File: src/rtl/serial_parity_rx.sv
// serial_parity_rx: start/data(LSB first)/even-parity/stop frame receiver with valid and error flags
module serial_parity_rx #(
  parameter int DATA_W       = 8,
  parameter int CLKS_PER_BIT = 16
) (
  input  logic              clk,
  input  logic              rst,
  input  logic              rx,
  output logic [DATA_W-1:0] data_out,
  output logic              done,
  output logic              valid,
  output logic              parity_err,
  output logic              frame_err,
  output logic              busy
);
  localparam int CW = $clog2(CLKS_PER_BIT);
  localparam int IW = (DATA_W > 1) ? $clog2(DATA_W) : 1;
  localparam logic [CW-1:0] HALF = CW'(CLKS_PER_BIT / 2 - 1);
  localparam logic [CW-1:0] FULL = CW'(CLKS_PER_BIT - 1);
  localparam logic [IW-1:0] LAST = IW'(DATA_W - 1);
  typedef enum logic [2:0] {IDLE, START, DATA, PARITY, STOP, DONE} state_t;
  state_t            state_q, state_d;
  logic [CW-1:0]     cnt_q, cnt_d;
  logic [IW-1:0]     idx_q, idx_d;
  logic [DATA_W-1:0] shift_q, shift_d, data_q, data_d;
  logic              pbit_q, pbit_d, perr_q, perr_d, ferr_q, ferr_d;
  logic              rx_meta_q, rxs_q, rxs_prev_q;
  always_ff @(posedge clk or posedge rst) begin
    if (rst) begin
      state_q    <= IDLE;
      cnt_q      <= '0;
      idx_q      <= '0;
      shift_q    <= '0;
      data_q     <= '0;
      pbit_q     <= 1'b0;
      perr_q     <= 1'b0;
      ferr_q     <= 1'b0;
      rx_meta_q  <= 1'b1;
      rxs_q      <= 1'b1;
      rxs_prev_q <= 1'b1;
    end else begin
      state_q    <= state_d;
      cnt_q      <= cnt_d;
      idx_q      <= idx_d;
      shift_q    <= shift_d;
      data_q     <= data_d;
      pbit_q     <= pbit_d;
      perr_q     <= perr_d;
      ferr_q     <= ferr_d;
      rx_meta_q  <= rx;
      rxs_q      <= rx_meta_q;
      rxs_prev_q <= rxs_q;
    end
  end
  // A start needs a high-to-low transition, so a line left low after a bad stop bit cannot restart
  always_comb begin
    state_d = state_q;
    cnt_d   = cnt_q + 1'b1;
    idx_d   = idx_q;
    shift_d = shift_q;
    data_d  = data_q;
    pbit_d  = pbit_q;
    perr_d  = perr_q;
    ferr_d  = ferr_q;
    unique case (state_q)
      IDLE: begin
        cnt_d   = '0;
        state_d = (!rxs_q && rxs_prev_q) ? START : IDLE;
      end
      START: if (cnt_q == HALF) begin
        cnt_d   = '0;
        idx_d   = '0;
        state_d = rxs_q ? IDLE : DATA;
      end
      DATA: if (cnt_q == FULL) begin
        cnt_d   = '0;
        shift_d = {rxs_q, shift_q[DATA_W-1:1]};
        idx_d   = idx_q + 1'b1;
        state_d = (idx_q == LAST) ? PARITY : DATA;
      end
      PARITY: if (cnt_q == FULL) begin
        cnt_d   = '0;
        pbit_d  = rxs_q;
        state_d = STOP;
      end
      STOP: if (cnt_q == FULL) begin
        cnt_d   = '0;
        data_d  = shift_q;
        perr_d  = ~((^shift_q) ~^ pbit_q);
        ferr_d  = ~rxs_q;
        state_d = DONE;
      end
      DONE: begin
        cnt_d   = '0;
        state_d = IDLE;
      end
      default: state_d = IDLE;
    endcase
  end
  assign data_out   = data_q;
  assign parity_err = perr_q;
  assign frame_err  = ferr_q;
  assign done       = (state_q == DONE);
  assign valid      = done & ~perr_q & ~ferr_q;
  assign busy       = (state_q != IDLE);
endmodule

File: config.mk
export PLATFORM = sky130hd
export DESIGN_NAME = serial_parity_rx
export DESIGN_NICKNAME = d
export VERILOG_FILES = /design/src/rtl/serial_parity_rx.sv
export SDC_FILE = /design/constraint.sdc
export NUM_CORES = 1
export LEC_CHECK = 0
export ABC_AREA = 1
export CORE_ASPECT_RATIO = 1.75
export CORE_MARGIN = 4
export CORE_UTILIZATION = 33
export DETAILED_ROUTE_END_ITERATION = 6
export SETUP_SLACK_MARGIN = 0.02
export SLEW_MARGIN = 0
export SYNTH_ARGS = -nofsm -noshare
export SYNTH_HDL_FRONTEND = slang
export SYNTH_SLANG_ARGS = --single-unit
File: constraint.sdc
create_clock -name clk -period 1.7 [get_ports clk]
set_input_delay 0.51 -clock clk [delete_from_list [all_inputs] [get_ports clk]]
set_output_delay 0.51 -clock clk [all_outputs]
set_load 0.01 [all_outputs]
**After elaboration in Yosys (flattened, before gate mapping)**

Index checks and enable logic that the tools add are counted.

- Shifts and indexed selects: 0
- Order comparisons: 0
- Muxes and demuxes: 14
- Multiply operators: 0
- Divide/modulo/power cells: 0
- Reductions and logical operators: 13
- $add $sub $neg: 2
- Bitwise operators: 7
- Equal/unequal tests: 12

Operators with widths:

| cell | number |
|---|---|
| two-way mux 3 bit | 6 |
| one-hot mux 3 bit (5 select lines) | 1 |
| one-hot mux 4 bit (3 select lines) | 1 |
| equality test 3 bit, second input constant | 3 |
| two-way mux 4 bit | 2 |
| != test 2 bit, second input constant | 4 |
| parity 8 bit | 1 |
| equality test 3 x 2 -> 1 bit, second input constant | 2 |
| one-hot mux 3 bit (2 select lines) | 1 |
| AND reduction 2 bit | 3 |
| adder 4 x 1 -> 4 bit, second input constant | 1 |
| equality test 4 x 3 -> 1 bit, second input constant | 1 |
| equality test 4 bit, second input constant | 1 |
| NOT 1 bit | 4 |
| AND reduction 4 bit | 1 |
| adder 3 x 1 -> 3 bit, second input constant | 1 |
| equality test 3 x 1 -> 1 bit, second input constant | 1 |
| logical NOT 3 bit | 1 |
| AND reduction 3 bit | 1 |
| nonzero test 3 bit | 1 |
| OR reduction 3 bit | 1 |
| AND 1 bit | 2 |
| two-way mux 1 bit | 2 |
| two-way mux 2 bit | 1 |
| other kinds (5) | 5 |

- Input port bits: 3
- Word-level logic and storage cells: 59
- Output and inout port bits: 13
- ROM bits: 0
- Memory bits (writable): 0
- Latch bits: 0
- Flip-flop bits (word level): 32
- Memories kept: 0

**Depth between registers and ports, before layout**

Gate-level depths: netlist of run 1.

- Depth after elaboration: 4
- Depth in mapped cells: 10
- Mapped depth without buffers: 10

**Worst setup path before layout of run 1**

No wires, ideal clock.

- Path type: reg-to-output
- From: register state_q[0]
- To: output port valid
- Cell stages (with the launch flop): 5
- Path slack: -38 ps
- Path buffers: 0
- Data required time: 1190 ps
- Arrival time: 1228 ps
- Cell sequence: dfrtp_1 > inv_1 > nor3_1 > inv_1 > nor3_1

- Longest elaborated chain between the ends: 3

RTL lines:

| what | line | RTL |
|---|---|---|
| start: declaration | 22 | `state_t state_q, state_d;` |
| start signal: assignment | 42 | `state_q <= state_d;` |
| equality test 3 bit | 103 | `assign done = (state_q == DONE);` |
| via done | 10 | `output logic done,` |
| AND 1 bit (2 in a row) | 104 | `assign valid = done & ~perr_q & ~ferr_q;` |
| end: declaration | 11 | `output logic valid,` |

The timed path passes the listed nets, and every way through them passes these cells.

**Worst setup path in the final report of run 1**

- From: register state_q[1]
- To: output port valid

- Longest elaborated chain between the ends: 3

RTL lines:

| what | line |
|---|---|
| equality test 3 bit | 103 |
| AND 1 bit (2 in a row) | 104 |

Every way passes these cells.

==> results of run 1 <==
## sequential cells by signal (all words and copies together), names as in the netlist
name        flops
rxs_q           1
idx_q           3
rx_meta_q       1
data_out        8
rxs_prev_q      1
state_q         3
shift_q         8
pbit_q          1
frame_err       1
parity_err      1
cnt_q           4
## routing by layer
metal / up-vias / GRT usage (%) / routed length, um
li1: 651 / - / -
met1: 607 / 12.2 / 1190
met2: 19 / 19.6 / 1810
met3: 11 / 3.31 / 109
met4: 0 / 5.29 / 110
met5: - / 0 / 0
## worst max-delay path by stage
stage	depth (start not counted)	slack (ps)	end	from
2_1_floorplan	4	70	valid	state_q[0]
3_3_place_gp	4	-180	valid	state_q[1]
3_5_place_dp	4	-210	valid	state_q[1]
4_1_cts	5	-90	valid	state_q[2]
5_1_grt	5	-180	valid	state_q[1]
6_report	5	-100	valid	state_q[1]
## worst register-to-register path, stage by stage, from the launching register on
cell	delay, ps
dfrtp_1	390
ha_2	220
nand2_2	90
nor2_4	150
inv_2	80
nor2_4	250
clkinv_2	160
nand2_1	100
o21ai_2	50
## per-stage QoR
stage / util (%) / std cells / instance area (sq um) / hold slack [ps]
after CTS: 45.0 / 271 / 2000 / 357
after detailed placement: 41.0 / 252 / 1820 / 348
after global routing: 47.0 / 275 / 2090 / 369
after floorplan: - / 178 / 1550 / 345
after global placement: 41.0 / 252 / 1820 / 347
final: 47.0 / 275 / 2090 / 356
## logic make-up after synthesis
logic type               after synthesis
AND/OR/NAND/NOR                       84
flip-flops                            32
buffers and inverters                 30
AO/OA/AOI/OAI                         27
adder cells (fa/ha/maj)                3
XOR/XNOR                               1
multiplexers                           1
## repair_timing
item	CTS	global route
resized for setup	24	21
endpoints found under the setup margin	10	20
cloned	0	2
buffers inserted	11	8
pin swaps	3	4
## cell type report
class                      instances  area, sq um  area share, %
clock buffer                       8          100           4.80
inverter                          28          113           5.40
multi-input combinational        116          658           31.5
sequential                        32          805           38.5
tap                               51         63.8           3.06
timing repair buffer              38          337           16.1
timing repair inverter             2         11.3          0.540
## Yosys cell counts, drive strengths merged
cell,number
inv,28
a21oi,2
o21ai,24
xor2,1
nor3,3
dfrtp,29
nor2,13
nand2,52
o31ai,1
nand4,1
nand3,15
buf,2
dfstp,3
ha,3
mux2,1
## where the power goes
part / switching (mW) / internal, mW / leakage [nW] / total, mW
clock network: 0.263 / 0.369 / 0.0515 / 0.632
registers: 0.0503 / 0.829 / 0.432 / 0.879
logic: 0.377 / 0.337 / 0.638 / 0.715
total: 0.691 / 1.54 / 1.12 / 2.23
==> flow_metrics.env, run 1 <==
export IMPL_antenna_left=0
export IMPL_synth_area_leaders="dfrtp_1 47%, nand2_1 12%, inv_1 6.3%"
export IMPL_reg2reg_to="data_out[4]"
export IMPL_place_hpwl_mm=2.17
export IMPL_grt_pass1_wl_mm=5.13
export IMPL_synth_seq_area_share_pct=52.2
export IMPL_path_cells="buf_6, nor3_4, inv_2, nor3_2, buf_2"
export IMPL_skew_ps=6.40
export IMPL_portBuffers=15
export IMPL_finalCriticalPeriod_ps=1800
export IMPL_holdPathStages=0
export IMPL_grt_start_max_net_pins=33
export IMPL_clockBufferDepth=2
export IMPL_ys_ff_latch=32
export IMPL_synth_area_sq_um=1540
export IMPL_die_h_um=98.4
export IMPL_grt_ovfl_total=0
export IMPL_clock_sinks=32
export IMPL_preCtsSetupSlack_ps=-205
export IMPL_path_clk_slew_ps=60
export IMPL_die_w_um=59.6
export IMPL_violations="setup timing"
export IMPL_gp_congestion=0.755
export IMPL_synth_compound_area_share_pct=11.4
export IMPL_grt_pass1_vias=1169
export IMPL_synth_xor_area_share_pct=0.569
export IMPL_period_share_pct=106
export IMPL_crit_path_end_kind="output port"
export IMPL_dr_pass1_iters=4
export IMPL_crit_fanout=2
export IMPL_antenna_cells=0
export IMPL_core_area_sq_um=4440
export IMPL_insertion_delay_ps=280
export IMPL_drt_iter0_drc=20
export IMPL_layout_commonest_cell="nand2_1"
export IMPL_maxCapViolCount=0
export IMPL_drive_gt1_share_pct=28.6
export IMPL_path_delay_family="flip-flops"
export IMPL_vias=1288
export IMPL_max_stage_delay_ps=390
export IMPL_synth_mux_area_fraction_pct=0.975
export IMPL_cp_start_kind="flop"
export IMPL_fillers=423
export IMPL_dieArea_sq_um=5870
export IMPL_r2r_start="cnt_q[0]"
export IMPL_layout_common_cells="49 x nand2_1, 29 x dfrtp_1, 23 x inv_1"
export IMPL_cts_htree_levels=2
export IMPL_yosysWarnings=0
export IMPL_r2r_slack_ps=120
export IMPL_min_to="rxs_q"
export IMPL_cts_root_buf="clkbuf_8"
export IMPL_synth_avg_cell_area_sq_um=8.65
export IMPL_ios=16
export IMPL_power_density_nw_per_um2=1070
export IMPL_drc=0
export IMPL_synthSimpleGateAreaFrac_pct=24.1
export IMPL_ys_types=24
export IMPL_wirelength_mm=3.22
export IMPL_synth_top_family_by_area="simple AND/OR/NAND/NOR gates"
export IMPL_tns_ps=-174
export IMPL_num_rows=32
export IMPL_layout_setup_ws_ps=-96.7
export IMPL_required_ps=1190
export IMPL_antenna_found_initial=0
export IMPL_start_util_pct=34.7
export IMPL_cts_hold_buf=0
export IMPL_crit_arrival_ps=1290
export IMPL_slowest_stage="dfrtp_1"
export IMPL_hold_path_class="flop to flop"
export IMPL_grt_total_usage_pct=11.4
export IMPL_reg2reg_depth=8
export IMPL_synth_nets=184
export IMPL_yosysTopAreaCell="dfrtp_1"
export IMPL_setup_violations=3
export IMPL_wire_per_inst_um=11.7
export IMPL_hp_start="rx_meta_q"
export IMPL_drv_slew=0
export IMPL_syn_inst=178
export IMPL_hold_viol=0
export IMPL_viasPerCell=4.68
export IMPL_worst_slew_pin_slew_ps=263
export IMPL_netlist_area_leader_share_pct=47.1
export IMPL_nets=229
export IMPL_clock_fmax_ghz=0.557
export IMPL_synth_adder_area_share_pct=2.44
export IMPL_cts_tree="built"
export IMPL_crit_type="flop to output port"
export IMPL_finalPower_mw=2.23
export IMPL_cts_made_buffers=5
export IMPL_ir_drop_v=0.000724
export IMPL_status="finished, violations left"
export IMPL_area_growth_pct=35.5
export IMPL_rsz0062_at_grt="true"
export IMPL_cp_num_buf_inv=3
export IMPL_maxSlewHeadroom_pct=82.4
export IMPL_leakage_nw=1.12
Note: power is estimated with default switching activity, not from simulation.
==> run 2: changes to the inputs <==
--- a/config.mk
+++ b/config.mk
@@ -6,7 +6,7 @@
 export NUM_CORES = 1
 export LEC_CHECK = 0
 export ABC_AREA = 1
-export CORE_ASPECT_RATIO = 1.75
+export CORE_ASPECT_RATIO = 0.7
 export CORE_MARGIN = 4
 export CORE_UTILIZATION = 33
 export DETAILED_ROUTE_END_ITERATION = 6
==> run 2 against run 1 <==
Compared with the run above: the run still ends with setup timing left; fmax increased by 3.2%; cell count decreased by 2.2%; combinational power decreased by 2%; sequential share of layout area increased by 1.9 points; register-to-register slack improved by 60 ps; die area decreased by 0.44%; worst hold slack got worse by 0.68 ps; count of clock-buffer cells in the layout unchanged; clock skew about the same; via count decreased by 4.8%; power decreased by 0.10%; critical endpoint unchanged.
==> flow_metrics.env, run 2 (synthesis gave the netlist of run 1 again) <==
export IMPL_grt_ovfl_total=0
export IMPL_r2r_slack_ps=180
export IMPL_skew_ps=6.32
export IMPL_ios=16
export IMPL_hp_start="rx_meta_q"
export IMPL_status="finished, violations left"
export IMPL_reg2reg_depth=10
export IMPL_stdcell_count=269
export IMPL_grt_pass1_vias=1048
export IMPL_place_hpwl_mm=2.06
export IMPL_hold_path_class="flop to flop"
export IMPL_setup_violations=1
export IMPL_grt_start_max_net_pins=33
export IMPL_drc=0
export IMPL_drive_gt1_share_pct=25.2
export IMPL_violations="setup timing"
export IMPL_start_util_pct=34.8
export IMPL_tns_ps=-40.3
export IMPL_num_rows=20
export IMPL_finalPower_mw=2.22
export IMPL_holdPathStages=0
export IMPL_die_h_um=65.2
export IMPL_required_ps=1190
export IMPL_cts_made_buffers=5
export IMPL_finalCriticalPeriod_ps=1740
export IMPL_nets=219
export IMPL_multi_input_area_sq_um=642
export IMPL_portBuffers=15
export IMPL_rsz0062_at_grt="true"
export IMPL_period_share_pct=102
export IMPL_dieArea_sq_um=5840
export IMPL_final_cell_area_sq_um=1990
export IMPL_reg2reg_to="cnt_q[0]"
export IMPL_viasPerCell=4.56
export IMPL_cts_htree_levels=2
export IMPL_register_area_sq_um=806
export IMPL_vias=1226
export IMPL_insertion_delay_ps=280
export IMPL_worst_slew_pin_slew_ps=216
export IMPL_cts_hold_buf=0
export IMPL_min_to="rxs_q"
export IMPL_use_met3_pct=3.76
export IMPL_crit_type="flop to output port"
export IMPL_r2r_start="cnt_q[0]"
export IMPL_crit_fanout=3
export IMPL_cp_start_kind="flop"
export IMPL_hold_slack_ps=355
export IMPL_antenna_cells=0
export IMPL_drt_iter0_drc=60
export IMPL_cts_root_buf="clkbuf_8"
export IMPL_dr_pass1_iters=4
export IMPL_ir_drop_v=0.000520
export IMPL_busiest_layer="met1"
export IMPL_drv_slew=0
export IMPL_antenna_found_initial=0
export IMPL_met2_usage_pct=13.2
export IMPL_core_area_sq_um=4430
export IMPL_maxCapViolCount=0
export IMPL_leakage_nw=1.06
export IMPL_maxSlewHeadroom_pct=85.6
export IMPL_crit_path_end_kind="output port"
export IMPL_wire_per_inst_um=10.9
export IMPL_crit_arrival_ps=1230
export IMPL_layout_common_cells="49 x nand2_1, 28 x dfrtp_1, 22 x inv_1"
export IMPL_grt_met1_usage_pct=16.8
export IMPL_grt_total_usage_pct=10.9
export IMPL_clock_fmax_ghz=0.575
export IMPL_layout_commonest_cell="nand2_1"
export IMPL_fillers=429
export IMPL_clockBufferDepth=2
export IMPL_grt_pass1_wl_mm=4.76
export IMPL_dp_cells=256
export IMPL_cts_tree="built"
export IMPL_area_growth_pct=29.3
export IMPL_layout_setup_ws_ps=-40.3
export IMPL_hold_viol=0
export IMPL_gp_congestion=0.820
export IMPL_power_density_nw_per_um2=1120
export IMPL_antenna_left=0
export IMPL_wirelength_mm=2.94
export IMPL_clock_sinks=32
export IMPL_dpl_cell_area_sq_um=1830
export IMPL_path_clk_slew_ps=60
export IMPL_die_w_um=89.7
==> run 2: worst max-delay path by stage <==
| stage | startpoint | end | slack [ps] | cells past startpoint |
|---|---|---|---|---|
| final | state_q[1] | valid | -40 | 4 |
| after global routing | state_q[1] | valid | -130 | 4 |
| after CTS | state_q[2] | valid | -110 | 5 |
| after detailed placement | state_q[1] | valid | -210 | 4 |
| after global placement | state_q[1] | valid | -180 | 4 |
| after floorplan | state_q[0] | valid | 70 | 4 |
==> run 2: critical path: stages, from the launching register on <==
cell     delay, ps
dfrtp_2        450
nor3_4         220
inv_2           60
nor3_2          90
buf_2          140
==> run 2: metrics by stage <==
| stage | worst slack, ps | utilization (%) |
|---|---|---|
| floorplan | 73.4 | - |
| global placement | -180 | 41.3 |
| detailed placement | -213 | 41.3 |
| CTS | -111 | 44.1 |
| global route | -134 | 45.0 |
| finish | -40.3 | 45.0 |
==> run 2: repair_timing <==
item,in CTS,in global routing
gates cloned,0,0
endpoints found under the setup margin,11,19
resized for setup,25,14
pin swaps,3,3
setup buffers,5,2
==> run 2: cell type report <==
class                      count  area share (%)
sequential                    32            40.5
clock buffer                   8            5.03
timing repair buffer          30            13.4
inverter                      28            5.40
tap                           55            3.45
multi-input combinational    116            32.2
==> run 2: report_power, final <==
group | leakage, nW | switching [mW] | internal, mW
Combinational | 0.580 | 0.377 | 0.323
Clock | 0.0515 | 0.267 | 0.369
Sequential | 0.430 | 0.0583 | 0.830
Total | 1.06 | 0.702 | 1.52
==> run 2: metal layers <==
| layer | up-vias | part of all wire, % |
|---|---|---|
| met5 | - | 0 |
| met4 | 0 | 1.3 |
| met3 | 5 | 7.9 |
| met2 | 27 | 36 |
| met1 | 557 | 55 |
| li1 | 637 | - |
==> run 3: changes to the inputs <==
==> constraint.sdc (replaced) <==
create_clock -name clk -period 2 [get_ports clk]
set_input_delay 0.6 -clock clk [delete_from_list [all_inputs] [get_ports clk]]
set_output_delay 0.6 -clock clk [all_outputs]
set_load 0.01 [all_outputs]
==> run 3 against run 2 <==
Compared with the run above: sequential share of layout area increased by 1.7 points; worst hold slack improved by 6.1 ps; register-to-register slack improved by 260 ps; worst setup slack improved by 150 ps; power decreased by 23%; the flow now finishes without violations; die area unchanged; highest routed layer unchanged; clock power decreased by 15%; routed wire length increased by 0.31%; largest cell class unchanged.
==> flow_metrics.env, run 3 (synthesis gave the netlist of run 1 again) <==
export IMPL_reg2reg_to="frame_err"
export IMPL_rsz0062_at_grt="true"
export IMPL_drt_iter0_drc=70
export IMPL_wl_met1_mm=1.64
export IMPL_dpl_cell_area_sq_um=1800
export IMPL_antenna_left=0
export IMPL_grt_pass1_wl_mm=5.21
export IMPL_maxSlewHeadroom_pct=75.0
export IMPL_skew_ps=8.89
export IMPL_vias=1176
export IMPL_cts_htree_levels=2
export IMPL_antenna_cells=0
export IMPL_grt_total_usage_pct=11.8
export IMPL_place_hpwl_mm=2.22
export IMPL_grt_pass1_vias=1169
export IMPL_worst_slew_pin_slew_ps=375
export IMPL_area_growth_pct=24.0
export IMPL_hold_path_class="flop to flop"
export IMPL_gp_congestion=0.839
export IMPL_drive_gt1_share_pct=19.4
export IMPL_leakage_nw=0.945
export IMPL_clock_sinks=32
export IMPL_fillers=448
export IMPL_crit_fanout=5
export IMPL_cts_root_buf="clkbuf_8"
export IMPL_layout_common_cells="50 x nand2_1, 29 x dfrtp_1, 25 x inv_1"
export IMPL_drc=0
export IMPL_finalCriticalPeriod_ps=1890
export IMPL_dieArea_sq_um=5840
export IMPL_drv_slew=0
export IMPL_ir_drop_v=0.000393
export IMPL_multi_input_area_sq_um=628
export IMPL_hold_viol=0
export IMPL_layout_commonest_cell="nand2_1"
export IMPL_core_area_sq_um=4430
export IMPL_r2r_slack_ps=440
export IMPL_insertion_delay_ps=280
export IMPL_die_h_um=65.2
export IMPL_critPathCapture="busy"
export IMPL_reg2reg_depth=8
export IMPL_startpoint="state_q[1]"
export IMPL_path_clk_slew_ps=60
export IMPL_ios=16
export IMPL_cp_start_kind="flop"
export IMPL_crit_type="flop to output port"
export IMPL_clock_fmax_ghz=0.529
export IMPL_portBuffers=15
export IMPL_required_ps=1400
export IMPL_maxCapViolCount=0
export IMPL_die_w_um=89.7
export IMPL_cts_tree="built"
export IMPL_antenna_found_initial=0
export IMPL_power_density_nw_per_um2=902
export IMPL_cts_made_buffers=5
export IMPL_register_area_sq_um=805
export IMPL_dr_pass1_iters=4
export IMPL_clockBufferDepth=2
export IMPL_setup_violations=0
export IMPL_crit_arrival_ps=1290
export IMPL_grt_ovfl_total=0
export IMPL_wl_met2_mm=1.10
export IMPL_dr_wl_met3_um=155
export IMPL_final_cell_area_sq_um=1910
export IMPL_crit_path_end_kind="output port"
export IMPL_wire_per_inst_um=11.3
export IMPL_period_share_pct=94.6
export IMPL_viasPerCell=4.51
export IMPL_final_util_pct=43.1
export IMPL_grt_start_max_net_pins=25
export IMPL_nets=211
export IMPL_r2r_start="cnt_q[0]"
export IMPL_num_rows=20
export IMPL_top_layer_used="met4"
export IMPL_wirelength_mm=2.95
export IMPL_start_util_pct=34.8
export IMPL_status="finished, final reports clean"
[run 3: changes by cell type in the layout (fill, tap and decap cells not counted), sizes merged]
cell | previous run | this run
buf | 18 | 9
clkdlybuf4s50 | 2 | 12
dlygate4sd2 | 8 | 1
dlymetal6s2s | 2 | 0
[run 3: per-layer routing]
| metal | GRT usage, % | up-vias |
|---|---|---|
| met5 | 0 | - |
| met4 | 5.02 | 0 |
| met3 | 3.76 | 7 |
| met2 | 16.2 | 26 |
| met1 | 16.9 | 527 |
| li1 | - | 616 |
[run 3: worst min-delay path by stage]
stage	startpoint	endpoint	slack, ps	cells after the start
after floorplan	rx_meta_q	rxs_q	350	0
after global placement	rx_meta_q	rxs_q	350	0
after detailed placement	rx_meta_q	rxs_q	350	0
after CTS	rx_meta_q	rxs_q	360	0
after global routing	rx_meta_q	rxs_q	370	0
final	rx_meta_q	rxs_q	360	0
[run 3: report_power, final]
group	leakage [nW]	internal [mW]	switching [mW]
Combinational	0.462	0.167	0.272
Sequential	0.432	0.704	0.0382
Clock	0.0515	0.314	0.228
[run 3: final cells by class]
type	count	share of cell area [%]
Inverter	28	5.50
Clock buffer	8	5.24
Sequential cell	32	42.1
Timing Repair Buffer	22	10.7
Tap cell	55	3.60
Multi-Input combinational cell	116	32.9
[run 3: stage by stage]
stage | worst slack [ps] | TNS (ps) | power [mW] | instances | hold WS, ps
floorplan | 172 | 0 | 1.02 | 178 | 345
global placement | -45.5 | -45.5 | 1.18 | 253 | 345
detailed placement | -49.1 | -49.1 | 1.18 | 253 | 353
CTS | 90.3 | 0 | 1.73 | 261 | 363
global route | 9.61 | 0 | 1.83 | 261 | 365
finish | 108 | 0 | 1.72 | 261 | 361
[run 3: worst max-delay path, stage by stage, from the launching register on]
cell and delay, ps:
dfrtp_1 380, buf_4 160, nor2_4 110, inv_2 40
nor2_2 110, inv_1 70, buf_2 140
[run 3: timing repair]
action,4_1_cts,5_1_grt
pin swaps,0,1
endpoints found under the setup margin,3,2
gates resized for setup,12,3
setup buffers,0,0
hold buffers,0,0
